--- src/rtl/fp_pkg.sv ---
// rtl/fp_pkg.sv - shared FP format defaults, bias and rounding-mode helpers for sigrnd.
// Used by sigrnd both with and without SIGRND_RMODE_EN.
package fp_pkg;

    localparam int NSIG_DEF = 10;
    localparam int NEXP_DEF = 5;
    localparam int BIAS     = (1 << (NEXP_DEF - 1)) - 1;

    typedef enum logic [1:0] {
        RM_RNE = 2'b00,
        RM_RTZ = 2'b01,
        RM_RUP = 2'b10,
        RM_RDN = 2'b11
    } rmode_e;

    // Increment decision for a positive-magnitude significand given the discarded bits.
    function automatic logic rnd_inc(rmode_e m, logic sign, logic g, logic s, logic lsb);
        case (m)
            RM_RNE:  return g & (s | lsb);
            RM_RTZ:  return 1'b0;
            RM_RUP:  return (g | s) & ~sign;
            default: return (g | s) & sign;
        endcase
    endfunction

    // Modes that never round toward infinity for this sign saturate to max finite.
    function automatic logic ovf_to_max(rmode_e m, logic sign);
        case (m)
            RM_RNE:  return 1'b0;
            RM_RTZ:  return 1'b1;
            RM_RUP:  return sign;
            default: return ~sign;
        endcase
    endfunction

endpackage

--- src/rtl/fp_norm.sv ---
// rtl/fp_norm.sv - combinational normalizer: picks the 1.x window of the raw product,
// extracts guard/sticky and adjusts the exponent.
module fp_norm
    import fp_pkg::*;
#(
    parameter int NSIG = NSIG_DEF,
    parameter int NEXP = NEXP_DEF
) (
    input  logic [2*NSIG+1:0] prod,
    input  logic [NEXP+1:0]   exp_in,
    output logic [NSIG:0]     mant,
    output logic              guard,
    output logic              sticky,
    output logic [NEXP+2:0]   exp_n,
    output logic              is_zero
);

    logic [NEXP+2:0] exp_ext;

    always_comb begin
        // One extra bit so the +1 here and the rounding carry later cannot wrap.
        exp_ext = {exp_in[NEXP+1], exp_in};
        is_zero = (prod[2*NSIG+1:2*NSIG] == 2'b00);
        mant    = prod[2*NSIG:NSIG];
        guard   = prod[NSIG-1];
        sticky  = |prod[NSIG-2:0];
        exp_n   = exp_ext;
        if (prod[2*NSIG+1]) begin
            mant   = prod[2*NSIG+1:NSIG+1];
            guard  = prod[NSIG];
            sticky = |prod[NSIG-1:0];
            exp_n  = exp_ext + {{(NEXP+2){1'b0}}, 1'b1};
        end
    end

endmodule

--- src/rtl/sigrnd.sv ---
// rtl/sigrnd.sv - 2-stage significand normalize/round/range-check pipeline with valid/ready.
// Define SIGRND_RMODE_EN to add the rm[1:0] rounding-mode input (default build is RNE only).
module sigrnd
    import fp_pkg::*;
#(
    parameter int NSIG = NSIG_DEF,
    parameter int NEXP = NEXP_DEF
) (
    input  logic              clk,
    input  logic              rst,
    input  logic              in_valid,
    output logic              in_ready,
    input  logic [2*NSIG+1:0] prod,
    input  logic [NEXP+1:0]   exp_in,
    input  logic              sign_in,
`ifdef SIGRND_RMODE_EN
    input  logic [1:0]        rm,
`endif
    output logic              out_valid,
    input  logic              out_ready,
    output logic              sign_out,
    output logic [NEXP-1:0]   exp_out,
    output logic [NSIG-1:0]   frac_out,
    output logic              overflow,
    output logic              underflow,
    output logic              inexact
);

    localparam logic [NEXP+2:0] EXP_ALL1 = (NEXP+3)'((1 << NEXP) - 1);

    logic [NSIG:0]   n_mant;
    logic            n_guard, n_sticky, n_zero;
    logic [NEXP+2:0] n_exp;

    fp_norm #(.NSIG(NSIG), .NEXP(NEXP)) u_norm (
        .prod    (prod),
        .exp_in  (exp_in),
        .mant    (n_mant),
        .guard   (n_guard),
        .sticky  (n_sticky),
        .exp_n   (n_exp),
        .is_zero (n_zero)
    );

    logic            s1_full_q, s1_full_d;
    logic [NSIG:0]   s1_mant_q, s1_mant_d;
    logic            s1_guard_q, s1_guard_d;
    logic            s1_sticky_q, s1_sticky_d;
    logic [NEXP+2:0] s1_exp_q, s1_exp_d;
    logic            s1_sign_q, s1_sign_d;
    logic            s1_zero_q, s1_zero_d;
`ifdef SIGRND_RMODE_EN
    rmode_e          s1_rm_q, s1_rm_d;
`endif

    logic            s2_full_q, s2_full_d;
    logic            sign_q, sign_d;
    logic [NEXP-1:0] exp_q, exp_d;
    logic [NSIG-1:0] frac_q, frac_d;
    logic            ovf_q, ovf_d;
    logic            unf_q, unf_d;
    logic            inx_q, inx_d;

    logic            s2_can;
    logic            in_fire;
    rmode_e          mode;
    logic            inc;
    logic [NSIG+1:0] sum;
    logic            carry;
    logic [NEXP+2:0] exp_r;
    logic            r_ovf, r_unf;
    logic [NEXP-1:0] r_exp;
    logic [NSIG-1:0] r_frac;
    logic            r_ovf_f, r_unf_f, r_inx;

    assign s2_can   = !s2_full_q || out_ready;
    assign in_ready = !rst && (!s1_full_q || s2_can);
    assign in_fire  = in_valid && in_ready;

    // Stage 2 datapath: round, renormalize on carry-out, then range check.
    always_comb begin
`ifdef SIGRND_RMODE_EN
        mode = s1_rm_q;
`else
        mode = RM_RNE;
`endif
        inc     = rnd_inc(mode, s1_sign_q, s1_guard_q, s1_sticky_q, s1_mant_q[0]);
        sum     = {1'b0, s1_mant_q} + {{(NSIG+1){1'b0}}, inc};
        carry   = sum[NSIG+1];
        exp_r   = s1_exp_q + {{(NEXP+2){1'b0}}, carry};
        r_ovf   = !exp_r[NEXP+2] && (exp_r >= EXP_ALL1);
        r_unf   = exp_r[NEXP+2] || (exp_r == '0);
        r_exp   = exp_r[NEXP-1:0];
        r_frac  = carry ? '0 : sum[NSIG-1:0];
        r_ovf_f = 1'b0;
        r_unf_f = 1'b0;
        r_inx   = s1_guard_q | s1_sticky_q;
        if (s1_zero_q) begin
            r_exp  = '0;
            r_frac = '0;
            r_inx  = 1'b0;
        end else if (r_ovf) begin
            r_ovf_f = 1'b1;
            r_inx   = 1'b1;
            if (ovf_to_max(mode, s1_sign_q)) begin
                r_exp  = {{(NEXP-1){1'b1}}, 1'b0};
                r_frac = '1;
            end else begin
                r_exp  = '1;
                r_frac = '0;
            end
        end else if (r_unf) begin
            r_unf_f = 1'b1;
            r_inx   = 1'b1;
            r_exp   = '0;
            r_frac  = '0;
        end
    end

    always_comb begin
        s1_mant_d   = s1_mant_q;
        s1_guard_d  = s1_guard_q;
        s1_sticky_d = s1_sticky_q;
        s1_exp_d    = s1_exp_q;
        s1_sign_d   = s1_sign_q;
        s1_zero_d   = s1_zero_q;
`ifdef SIGRND_RMODE_EN
        s1_rm_d     = s1_rm_q;
`endif
        s2_full_d   = s2_full_q;
        sign_d      = sign_q;
        exp_d       = exp_q;
        frac_d      = frac_q;
        ovf_d       = ovf_q;
        unf_d       = unf_q;
        inx_d       = inx_q;

        s1_full_d = in_fire || (s1_full_q && !s2_can);
        if (in_fire) begin
            s1_mant_d   = n_mant;
            s1_guard_d  = n_guard;
            s1_sticky_d = n_sticky;
            s1_exp_d    = n_exp;
            s1_sign_d   = sign_in;
            s1_zero_d   = n_zero;
`ifdef SIGRND_RMODE_EN
            s1_rm_d     = rmode_e'(rm);
`endif
        end

        // S2 only changes when its current result has been taken or it is empty.
        if (s2_can) begin
            s2_full_d = s1_full_q;
            if (s1_full_q) begin
                sign_d = s1_sign_q;
                exp_d  = r_exp;
                frac_d = r_frac;
                ovf_d  = r_ovf_f;
                unf_d  = r_unf_f;
                inx_d  = r_inx;
            end
        end
    end

    always_ff @(posedge clk) begin
        if (rst) begin
            s1_full_q   <= 1'b0;
            s1_mant_q   <= '0;
            s1_guard_q  <= 1'b0;
            s1_sticky_q <= 1'b0;
            s1_exp_q    <= '0;
            s1_sign_q   <= 1'b0;
            s1_zero_q   <= 1'b0;
`ifdef SIGRND_RMODE_EN
            s1_rm_q     <= RM_RNE;
`endif
            s2_full_q   <= 1'b0;
            sign_q      <= 1'b0;
            exp_q       <= '0;
            frac_q      <= '0;
            ovf_q       <= 1'b0;
            unf_q       <= 1'b0;
            inx_q       <= 1'b0;
        end else begin
            s1_full_q   <= s1_full_d;
            s1_mant_q   <= s1_mant_d;
            s1_guard_q  <= s1_guard_d;
            s1_sticky_q <= s1_sticky_d;
            s1_exp_q    <= s1_exp_d;
            s1_sign_q   <= s1_sign_d;
            s1_zero_q   <= s1_zero_d;
`ifdef SIGRND_RMODE_EN
            s1_rm_q     <= s1_rm_d;
`endif
            s2_full_q   <= s2_full_d;
            sign_q      <= sign_d;
            exp_q       <= exp_d;
            frac_q      <= frac_d;
            ovf_q       <= ovf_d;
            unf_q       <= unf_d;
            inx_q       <= inx_d;
        end
    end

    assign out_valid = s2_full_q;
    assign sign_out  = sign_q;
    assign exp_out   = exp_q;
    assign frac_out  = frac_q;
    assign overflow  = ovf_q;
    assign underflow = unf_q;
    assign inexact   = inx_q;

endmodule

--- config.mk ---
export PLATFORM = sky130hd
export DESIGN_NAME = sigrnd
export DESIGN_NICKNAME = d
export VERILOG_FILES = /design/src/rtl/fp_pkg.sv /design/src/rtl/fp_norm.sv /design/src/rtl/sigrnd.sv
export SDC_FILE = /design/constraint.sdc
export NUM_CORES = 1
export LEC_CHECK = 0
export ABC_AREA = 1
export ABC_CLOCK_PERIOD_IN_PS = 2650
export CAP_MARGIN = 20
export CORE_AREA = 8 8 89 71
export CTS_CLUSTER_DIAMETER = 60
export DETAILED_ROUTE_END_ITERATION = 12
export DIE_AREA = 0 0 97 79
export PLACE_DENSITY = 0.79
export RECOVER_POWER = 100
export SLEW_MARGIN = 20
export SYNTH_ARGS = -nofsm -noshare
export SYNTH_HDL_FRONTEND = slang
export SYNTH_SLANG_ARGS = --single-unit
--- constraint.sdc ---
create_clock -name clk -period 2.65 [get_ports clk]
set_input_delay 0.53 -clock clk [delete_from_list [all_inputs] [get_ports clk]]
set_output_delay 0.53 -clock clk [all_outputs]
set_load 0.02 [all_outputs]
==> metrics.log, run 1 <==
INFO  metric status = complete, but fails checks
INFO  metric violated_checks = setup timing
INFO  metric drt_iter0_drc = 168
INFO  metric synth_top_flop_cell = sky130_fd_sc_hd__dfxtp_1
INFO  metric yosys_warnings = 0
INFO  metric setup_viol = 7
INFO  metric crit_end_element = flop
INFO  metric grt-ovfl-total = 0
INFO  metric rsz0062_at_grt = true
INFO  metric area_growth = 39.12%
INFO  metric hold_class = flop to flop
INFO  metric ir_drop = 275.2 uV
INFO  metric final_util = 0.6353
INFO  metric synth.ff_latch_count = 44
INFO  metric worst-slew-pin-transition = 0.4763 ns
INFO  metric drtAntennaViolNets = 0
INFO  metric post-route-min-period = 2.677 ns
INFO  metric seq_area = 889.6 sq um
INFO  metric fmax = 373.6 MHz
INFO  metric synth.distinct_cells = 36
INFO  metric number_of_levels_in_the_clock_h_tree = 2
INFO  metric synth_async_sr_flop_share = 0
INFO  metric via_per_inst = 5.130
INFO  metric finalHoldWorstSlack = 0.4661 ns
INFO  metric global_route_wire_length_before_repair = 9.887 mm
INFO  metric cts_buffers = 5
INFO  metric design.die.area = 0.007663 sq mm
INFO  metric filler_cell_count = 440
INFO  metric critPathArrivalTime = 2.85 ns
INFO  metric worst_slew_margin_rel = 0.6813
INFO  metric tritoncts_clock_tree = done
INFO  metric grt_start_max_net_pins = 36
INFO  metric first_global_vias = 2117
INFO  metric setup_tns = -0.05699 ns
INFO  metric drc_errors = 0
INFO  metric ant_cells = 0
INFO  metric post_cts_hold_buffer_count = 0
INFO  metric critical_path.max_fanout = 8
INFO  metric proportion_of_synthesized_chip_area_in_sequential_cells = 0.3830
INFO  metric placement.setup.worst_slack = -0.06210 ns
INFO  metric path_class = flop to flop
INFO  metric detail_route.wirelength = 5.995 mm
INFO  metric synthesis.instances = 329
INFO  metric buffer_ports.inserted = 54
INFO  metric layout-drive-gt1-share = 0.1407
INFO  metric worst_setup_hold_path_clk_slew = 0.08 ns
INFO  metric startpoint_type = flop
INFO  metric area_used_by_multi_input_combinational_logic = 0.001346 sq mm
INFO  metric post-layout-total-power = 1.462 mW
INFO  metric number_of_antenna_violations_at_the_first_check_in_global_routing = 0
INFO  metric mappedNetlistArea = 0.002300 sq mm
INFO  metric detailroute.via_count = 2324
INFO  metric mappedNetlistNets = 367
INFO  metric dp_hpwl = 4.395 mm
INFO  metric power_per_cell_area = 456.8 mW/mm^2
INFO  metric core.rowCount = 23
INFO  metric grt_util_all_layers = 0.1513
INFO  metric clock-skew-final = 0.008199 ns
INFO  metric globalplace.congestion = 0.8932
INFO  metric fp.dieH = 79 microns
INFO  metric finalHoldViolCount = 0
INFO  metric timing.critical_path.required = 2.82 ns
INFO  metric leakage = 1.316 nW
INFO  metric r2r_cells = 14
INFO  metric clk_latency = 0.29 ns
INFO  metric total_i_o_pin_count = 55
INFO  metric chipWidth = 97 microns
INFO  metric synth_enable_flop_cells = 0
INFO  metric start_util = 0.4566
INFO  metric finalWorstSetupSlack = -0.02663 ns
INFO  metric whs_path_depth = 2
INFO  metric syn_area_per_cell = 6.990 sq um
INFO  metric ctsLongestPathBuffers = 2
INFO  metric detail_route.wl_per_cell = 13.23 microns
INFO  metric drv_slew = 0
INFO  metric clkSinkCount = 44
INFO  metric core_area = 0.005036 sq mm
INFO  metric drt_pass1_iterations = 4
INFO  metric max_cap_violations = 0
INFO  metric ratio_of_final_minimum_period_to_clock_period = 1.010
INFO  metric finish.net_count = 429
INFO  metric ctsRootBufferMaster = sky130_fd_sc_hd__clkbuf_8
==> repair_timing <==
item	in CTS	in global routing
pin swaps	0	13
setup endpoints to repair	15	18
resized for setup	3	32
gates cloned	0	1
buffers inserted	0	3
==> worst max-delay path, cell delays in order, from the launching register on <==
cell and delay [ns]:
sky130_fd_sc_hd__dfxtp_4 0.37, sky130_fd_sc_hd__nand2_4 0.05, sky130_fd_sc_hd__nor3_4 0.22, sky130_fd_sc_hd__nand4_1 0.16
sky130_fd_sc_hd__nor4_2 0.32, sky130_fd_sc_hd__ha_2 0.27, sky130_fd_sc_hd__nand2_2 0.07, sky130_fd_sc_hd__nor2_2 0.18
sky130_fd_sc_hd__nand3_1 0.14, sky130_fd_sc_hd__nand2_4 0.13, sky130_fd_sc_hd__clkinvlp_4 0.21, sky130_fd_sc_hd__nand2_1 0.18
sky130_fd_sc_hd__inv_2 0.09, sky130_fd_sc_hd__nand4_1 0.10, sky130_fd_sc_hd__a21oi_1 0.07
==> stage by stage <==
step	instances	area, sq um
floorplan	329	2300
global placement	442	2949
detailed placement	442	2949
CTS	449	3040
global route	453	3199
finish	453	3199
==> flip-flops by register name (all words and copies together), names as in the netlist, 5 cells and up <==
signal,count
exp_out,5
frac_out,10
s1_exp_q,8
s1_mant_q,11
==> cell usage after synthesis (2+ instances only) <==
cell | number | area (sq um)
sky130_fd_sc_hd__nor4_1 | 2 | 12.51
sky130_fd_sc_hd__a21oi_1 | 21 | 105.1
sky130_fd_sc_hd__inv_1 | 40 | 150.1
sky130_fd_sc_hd__xor2_1 | 11 | 96.34
sky130_fd_sc_hd__dfxtp_1 | 44 | 880.8
sky130_fd_sc_hd__o21ai_0 | 22 | 110.1
sky130_fd_sc_hd__a31oi_1 | 11 | 68.82
sky130_fd_sc_hd__ha_1 | 4 | 50.05
sky130_fd_sc_hd__clkbuf_1 | 9 | 33.78
sky130_fd_sc_hd__buf_2 | 3 | 15.01
sky130_fd_sc_hd__xnor2_1 | 3 | 26.28
sky130_fd_sc_hd__nand3_1 | 16 | 80.08
sky130_fd_sc_hd__nor3_1 | 3 | 15.01
sky130_fd_sc_hd__nand2_2 | 2 | 12.51
sky130_fd_sc_hd__nand2_1 | 80 | 300.3
sky130_fd_sc_hd__nor2_1 | 24 | 90.09
sky130_fd_sc_hd__nand4_1 | 15 | 93.84
==> final cells by class <==
type                       count  area share
clock buffer                   6     0.02268
inverter                      41     0.04928
sequential                    44      0.2781
multi-input combinational    232      0.4208
timing repair buffer          67      0.2034
tap                           62     0.02425
clock inverter                 1    0.001564
==> cell families after synthesis <==
kind of cell | share of synthesized area
xor gates and xnor gates | 0.05332
buffers and inverters | 0.09140
adders and majority gates | 0.02176
DFF | 0.3830
and+or+nand+nor | 0.2933
AOI/OAI and AO/OA | 0.1572
==> power breakdown <==
| group | internal (mW) | total (mW) | switching (mW) |
|---|---|---|---|
| logic | 0.154 | 0.334 | 0.180 |
| clock network | 0.179 | 0.392 | 0.212 |
| registers | 0.702 | 0.736 | 0.0342 |
| total | 1.04 | 1.46 | 0.426 |
==> cells in the final DEF, fill, tap and decap left out, drive strengths merged <==
cell,count
dfxtp,44
xor2,11
clkinv,1
clkinvlp,1
inv,40
nor4,2
nand4,15
nor3,4
o21bai,1
nand2,84
nor2,26
nand3b,1
a22oi,1
o21ai,23
a21oi,21
buf,13
o21a,1
a32o,1
ha,4
o211ai,1
xnor2,3
or2,1
o31ai,1
a31o,1
clkbuf,6
nand3,17
a31oi,11
clkdlybuf4s50,54
a21boi,1
o2111ai,1
==> path summary, 6_finish.rpt <==
check	slack (ns)	endpoint	start
max	-0.03	frac_out[1]$_SDFFE_PP0P_	s1_mant_q[2]$_SDFFE_PP0P_
min	0.47	s1_sticky_q$_SDFFE_PP0P_	s1_sticky_q$_SDFFE_PP0P_
max reg2reg	-0.03	frac_out[1]$_SDFFE_PP0P_	s1_mant_q[2]$_SDFFE_PP0P_
min reg2reg	0.47	s1_sticky_q$_SDFFE_PP0P_	s1_sticky_q$_SDFFE_PP0P_
==> routing by layer <==
metal	vias up	share of wire	routed length (microns)	track usage
met2	81	0.45	2675	0.2233
met5	-	0	0	0
met1	1028	0.46	2776	0.2037
li1	1211	-	-	-
met4	0	0.0083	50	0.04594
met3	4	0.082	493	0.05113
No activity file was read; power rests on OpenSTA's default activity.
==> run 2, diff against run 1 <==
--- a/config.mk
+++ b/config.mk
@@ -7,13 +7,14 @@
 export LEC_CHECK = 0
 export ABC_AREA = 1
 export ABC_CLOCK_PERIOD_IN_PS = 2650
-export CAP_MARGIN = 20
+export CAP_MARGIN = 0
 export CORE_AREA = 8 8 89 71
 export CTS_CLUSTER_DIAMETER = 60
 export DETAILED_ROUTE_END_ITERATION = 12
 export DIE_AREA = 0 0 97 79
 export PLACE_DENSITY = 0.79
 export RECOVER_POWER = 100
+export SETUP_SLACK_MARGIN = 0.3
 export SLEW_MARGIN = 20
 export SYNTH_ARGS = -nofsm -noshare
 export SYNTH_HDL_FRONTEND = slang
==> metrics.log, run 2 (same netlist as run 1, synthesis figures left out) <==
INFO  metric power_per_cell_area = 466.8 mW/mm^2
INFO  metric finish.net_count = 433
INFO  metric globalplace.congestion = 0.8429
INFO  metric start_util = 0.4566
INFO  metric total_i_o_pin_count = 55
INFO  metric grt-ovfl-total = 0
INFO  metric first_global_vias = 2290
INFO  metric detail_route.wirelength = 6.048 mm
INFO  metric path_class = flop to flop
INFO  metric max_cap_violations = 0
INFO  metric setup_viol = 0
INFO  metric critical_path.max_fanout = 5
INFO  metric hold_class = flop to flop
INFO  metric clock-skew-final = 0.005465 ns
INFO  metric post_cts_hold_buffer_count = 0
INFO  metric kind_of_cell_adding_the_most_delay_to_the_critical_path = simple AND/OR/NAND/NOR gates
INFO  metric critical_path.slowest_cell = sky130_fd_sc_hd__dfxtp_1
INFO  metric core.rowCount = 23
INFO  metric worst_r2r_startpoint = s1_mant_q[1]$_SDFFE_PP0P_
INFO  metric worst_setup_hold_path_clk_slew = 0.08 ns
INFO  metric leakage = 1.388 nW
INFO  metric grt_start_max_net_pins = 36
INFO  metric critical_path_startpoint = s1_mant_q[1]$_SDFFE_PP0P_
INFO  metric global_route_wire_length_before_repair = 10.50 mm
INFO  metric layout.cells.most_common = sky130_fd_sc_hd__nand2_1
INFO  metric crit_chain = nand2_2 -> nor3_4 -> nand4_1 -> nor4_2 -> ha_2 -> ha_4 -> nand3_4 -> o21ai_2 -> nand2_2 -> nor2_4 -> nand3_4 -> clkbuf_4 -> o21ai_2 -> a21oi_1
INFO  metric number_of_antenna_violations_at_the_first_check_in_global_routing = 0
INFO  metric tritoncts_clock_tree = done
INFO  metric r2r_end = exp_out[3]$_SDFFE_PP0P_
INFO  metric area_growth = 40.48%
INFO  metric detailroute.via_count = 2354
INFO  metric seq_area = 885.9 sq um
INFO  metric fp.dieH = 79 microns
INFO  metric critical_path.max_stage_delay = 0.35 ns
INFO  metric ant_cells = 0
INFO  metric ctsRootBufferMaster = sky130_fd_sc_hd__clkbuf_8
INFO  metric buffer_ports.inserted = 54
INFO  metric critPathArrivalTime = 2.62 ns
INFO  metric area_used_by_multi_input_combinational_logic = 0.001343 sq mm
INFO  metric layout-drive-gt1-share = 0.1591
INFO  metric drv_slew = 0
INFO  metric grt_util_all_layers = 0.1606
INFO  metric final_util = 0.6415
INFO  metric chipWidth = 97 microns
INFO  metric top_register = s1_mant_q
INFO  metric status = complete, no violations
INFO  metric ctsLongestPathBuffers = 2
INFO  metric setup_tns = 0 ns
INFO  metric ratio_of_final_minimum_period_to_clock_period = 0.9208
INFO  metric rsz0062_at_grt = true
INFO  metric commonest_non_fill_non_tap_cells_in_the_layout = sky130_fd_sc_hd__nand2_1 (74), sky130_fd_sc_hd__dfxtp_1 (40), sky130_fd_sc_hd__inv_1 (35)
INFO  metric dp_hpwl = 4.531 mm
INFO  metric design.die.area = 0.007663 sq mm
INFO  metric filler_cell_count = 440
INFO  metric path_buf_inv = 1
INFO  metric drtAntennaViolNets = 0
INFO  metric endpoint = exp_out[3]$_SDFFE_PP0P_
INFO  metric number_of_levels_in_the_clock_h_tree = 2
INFO  metric detail_route.wl_per_cell = 13.21 microns
INFO  metric finalHoldViolCount = 0
INFO  metric worst_slew_margin_rel = 0.4191
INFO  metric cts_buffers = 5
INFO  metric post-route-min-period = 2.440 ns
INFO  metric r2r_cells = 14
INFO  metric ff2ff_setup_slack = 0.21 ns
INFO  metric crit_end_element = flop
INFO  metric startpoint_type = flop
INFO  metric core_area = 0.005036 sq mm
INFO  metric largest_reg_flops = 11
INFO  metric drt_pass1_iterations = 4
INFO  metric drt_iter0_drc = 103
INFO  metric clk_latency = 0.29 ns
INFO  metric ir_drop = 296.6 uV
INFO  metric clkSinkCount = 44
INFO  metric cp.depth = 14
INFO  metric timing.critical_path.required = 2.83 ns
INFO  metric worst-slew-pin-transition = 0.8714 ns
INFO  metric fmax = 409.8 MHz
INFO  metric via_per_inst = 5.140
INFO  metric drc_errors = 0
-- run 2: cell count changes in the layout (fill, tap and decap cells not counted), sizes merged --
cell	previous run	this run
dlygate4sd3	0	23
inv	40	41
clkinv	1	2
buf	13	15
clkbuf	6	8
clkinvlp	1	0
clkdlybuf4s50	54	30
dlygate4sd2	0	1
-- run 2: through the flow --
stage / cells / area, sq um / worst slack [ns] / hold slack [ns] / power [mW]
floorplan: 329 / 2321 / 0.3061 / 0.4326 / 0.9194
global placement: 443 / 2978 / 0.1647 / 0.4434 / 1.048
detailed placement: 443 / 2978 / 0.002766 / 0.4481 / 1.057
CTS: 456 / 3152 / 0.1057 / 0.4674 / 1.501
global route: 458 / 3231 / 0.04506 / 0.4917 / 1.589
finish: 458 / 3231 / 0.2099 / 0.4678 / 1.508
-- run 2: how the worst min path moves through the flow --
stage | startpoint | to | slack [ns] | depth (start not counted)
2_1_floorplan | s1_sticky_q$_SDFFE_PP0P_ | s1_sticky_q$_SDFFE_PP0P_ | 0.43 | 2
3_3_place_gp | s1_sticky_q$_SDFFE_PP0P_ | s1_sticky_q$_SDFFE_PP0P_ | 0.44 | 2
3_5_place_dp | s1_sticky_q$_SDFFE_PP0P_ | s1_sticky_q$_SDFFE_PP0P_ | 0.45 | 2
4_1_cts | s1_sticky_q$_SDFFE_PP0P_ | s1_sticky_q$_SDFFE_PP0P_ | 0.47 | 2
5_1_grt | frac_out[5]$_SDFFE_PP0P_ | frac_out[5]$_SDFFE_PP0P_ | 0.49 | 2
6_report | frac_out[5]$_SDFFE_PP0P_ | frac_out[5]$_SDFFE_PP0P_ | 0.47 | 2
-- run 2: layer usage --
layer  track usage  up-vias  routed length, microns  share of wire
met1        0.2103     1069                    3062           0.51
met5             0        -                       0              0
met3       0.04506        8                     318          0.053
met2        0.2497       61                    2593           0.43
li1              -     1216                       -              -
met4       0.05360        0                      73          0.012
-- run 2: area by class of cell --
class	count	share of cell area
multi-input cells	232	0.4156
flip-flops and latches	44	0.2742
repair buffers	71	0.2091
inverters	41	0.04841
clock buffers	6	0.02556
well taps	62	0.02401
clock inverters	2	0.003098
-- run 2: worst register-to-register path: stages (launching register included) --
cell	delay (ns)
sky130_fd_sc_hd__dfxtp_1	0.35
sky130_fd_sc_hd__nand2_2	0.08
sky130_fd_sc_hd__nor3_4	0.14
sky130_fd_sc_hd__nand4_1	0.15
sky130_fd_sc_hd__nor4_2	0.19
sky130_fd_sc_hd__ha_2	0.27
sky130_fd_sc_hd__ha_4	0.17
sky130_fd_sc_hd__nand3_4	0.09
sky130_fd_sc_hd__o21ai_2	0.14
sky130_fd_sc_hd__nand2_2	0.07
sky130_fd_sc_hd__nor2_4	0.17
sky130_fd_sc_hd__nand3_4	0.14
sky130_fd_sc_hd__clkbuf_4	0.17
sky130_fd_sc_hd__o21ai_2	0.13
sky130_fd_sc_hd__a21oi_1	0.08
-- run 2: where the power goes --
part,leakage [nW],switching [mW],internal [mW]
registers,0.362,0.0311,0.702
logic,0.975,0.189,0.155
clock network,0.0510,0.224,0.208
total,1.39,0.443,1.06
-- run 2: timing repair --
item,CTS,global route
gates cloned,1,0
pin swaps,15,20
resized for setup,16,19
endpoints found under the setup margin,19,18
buffers inserted,4,2
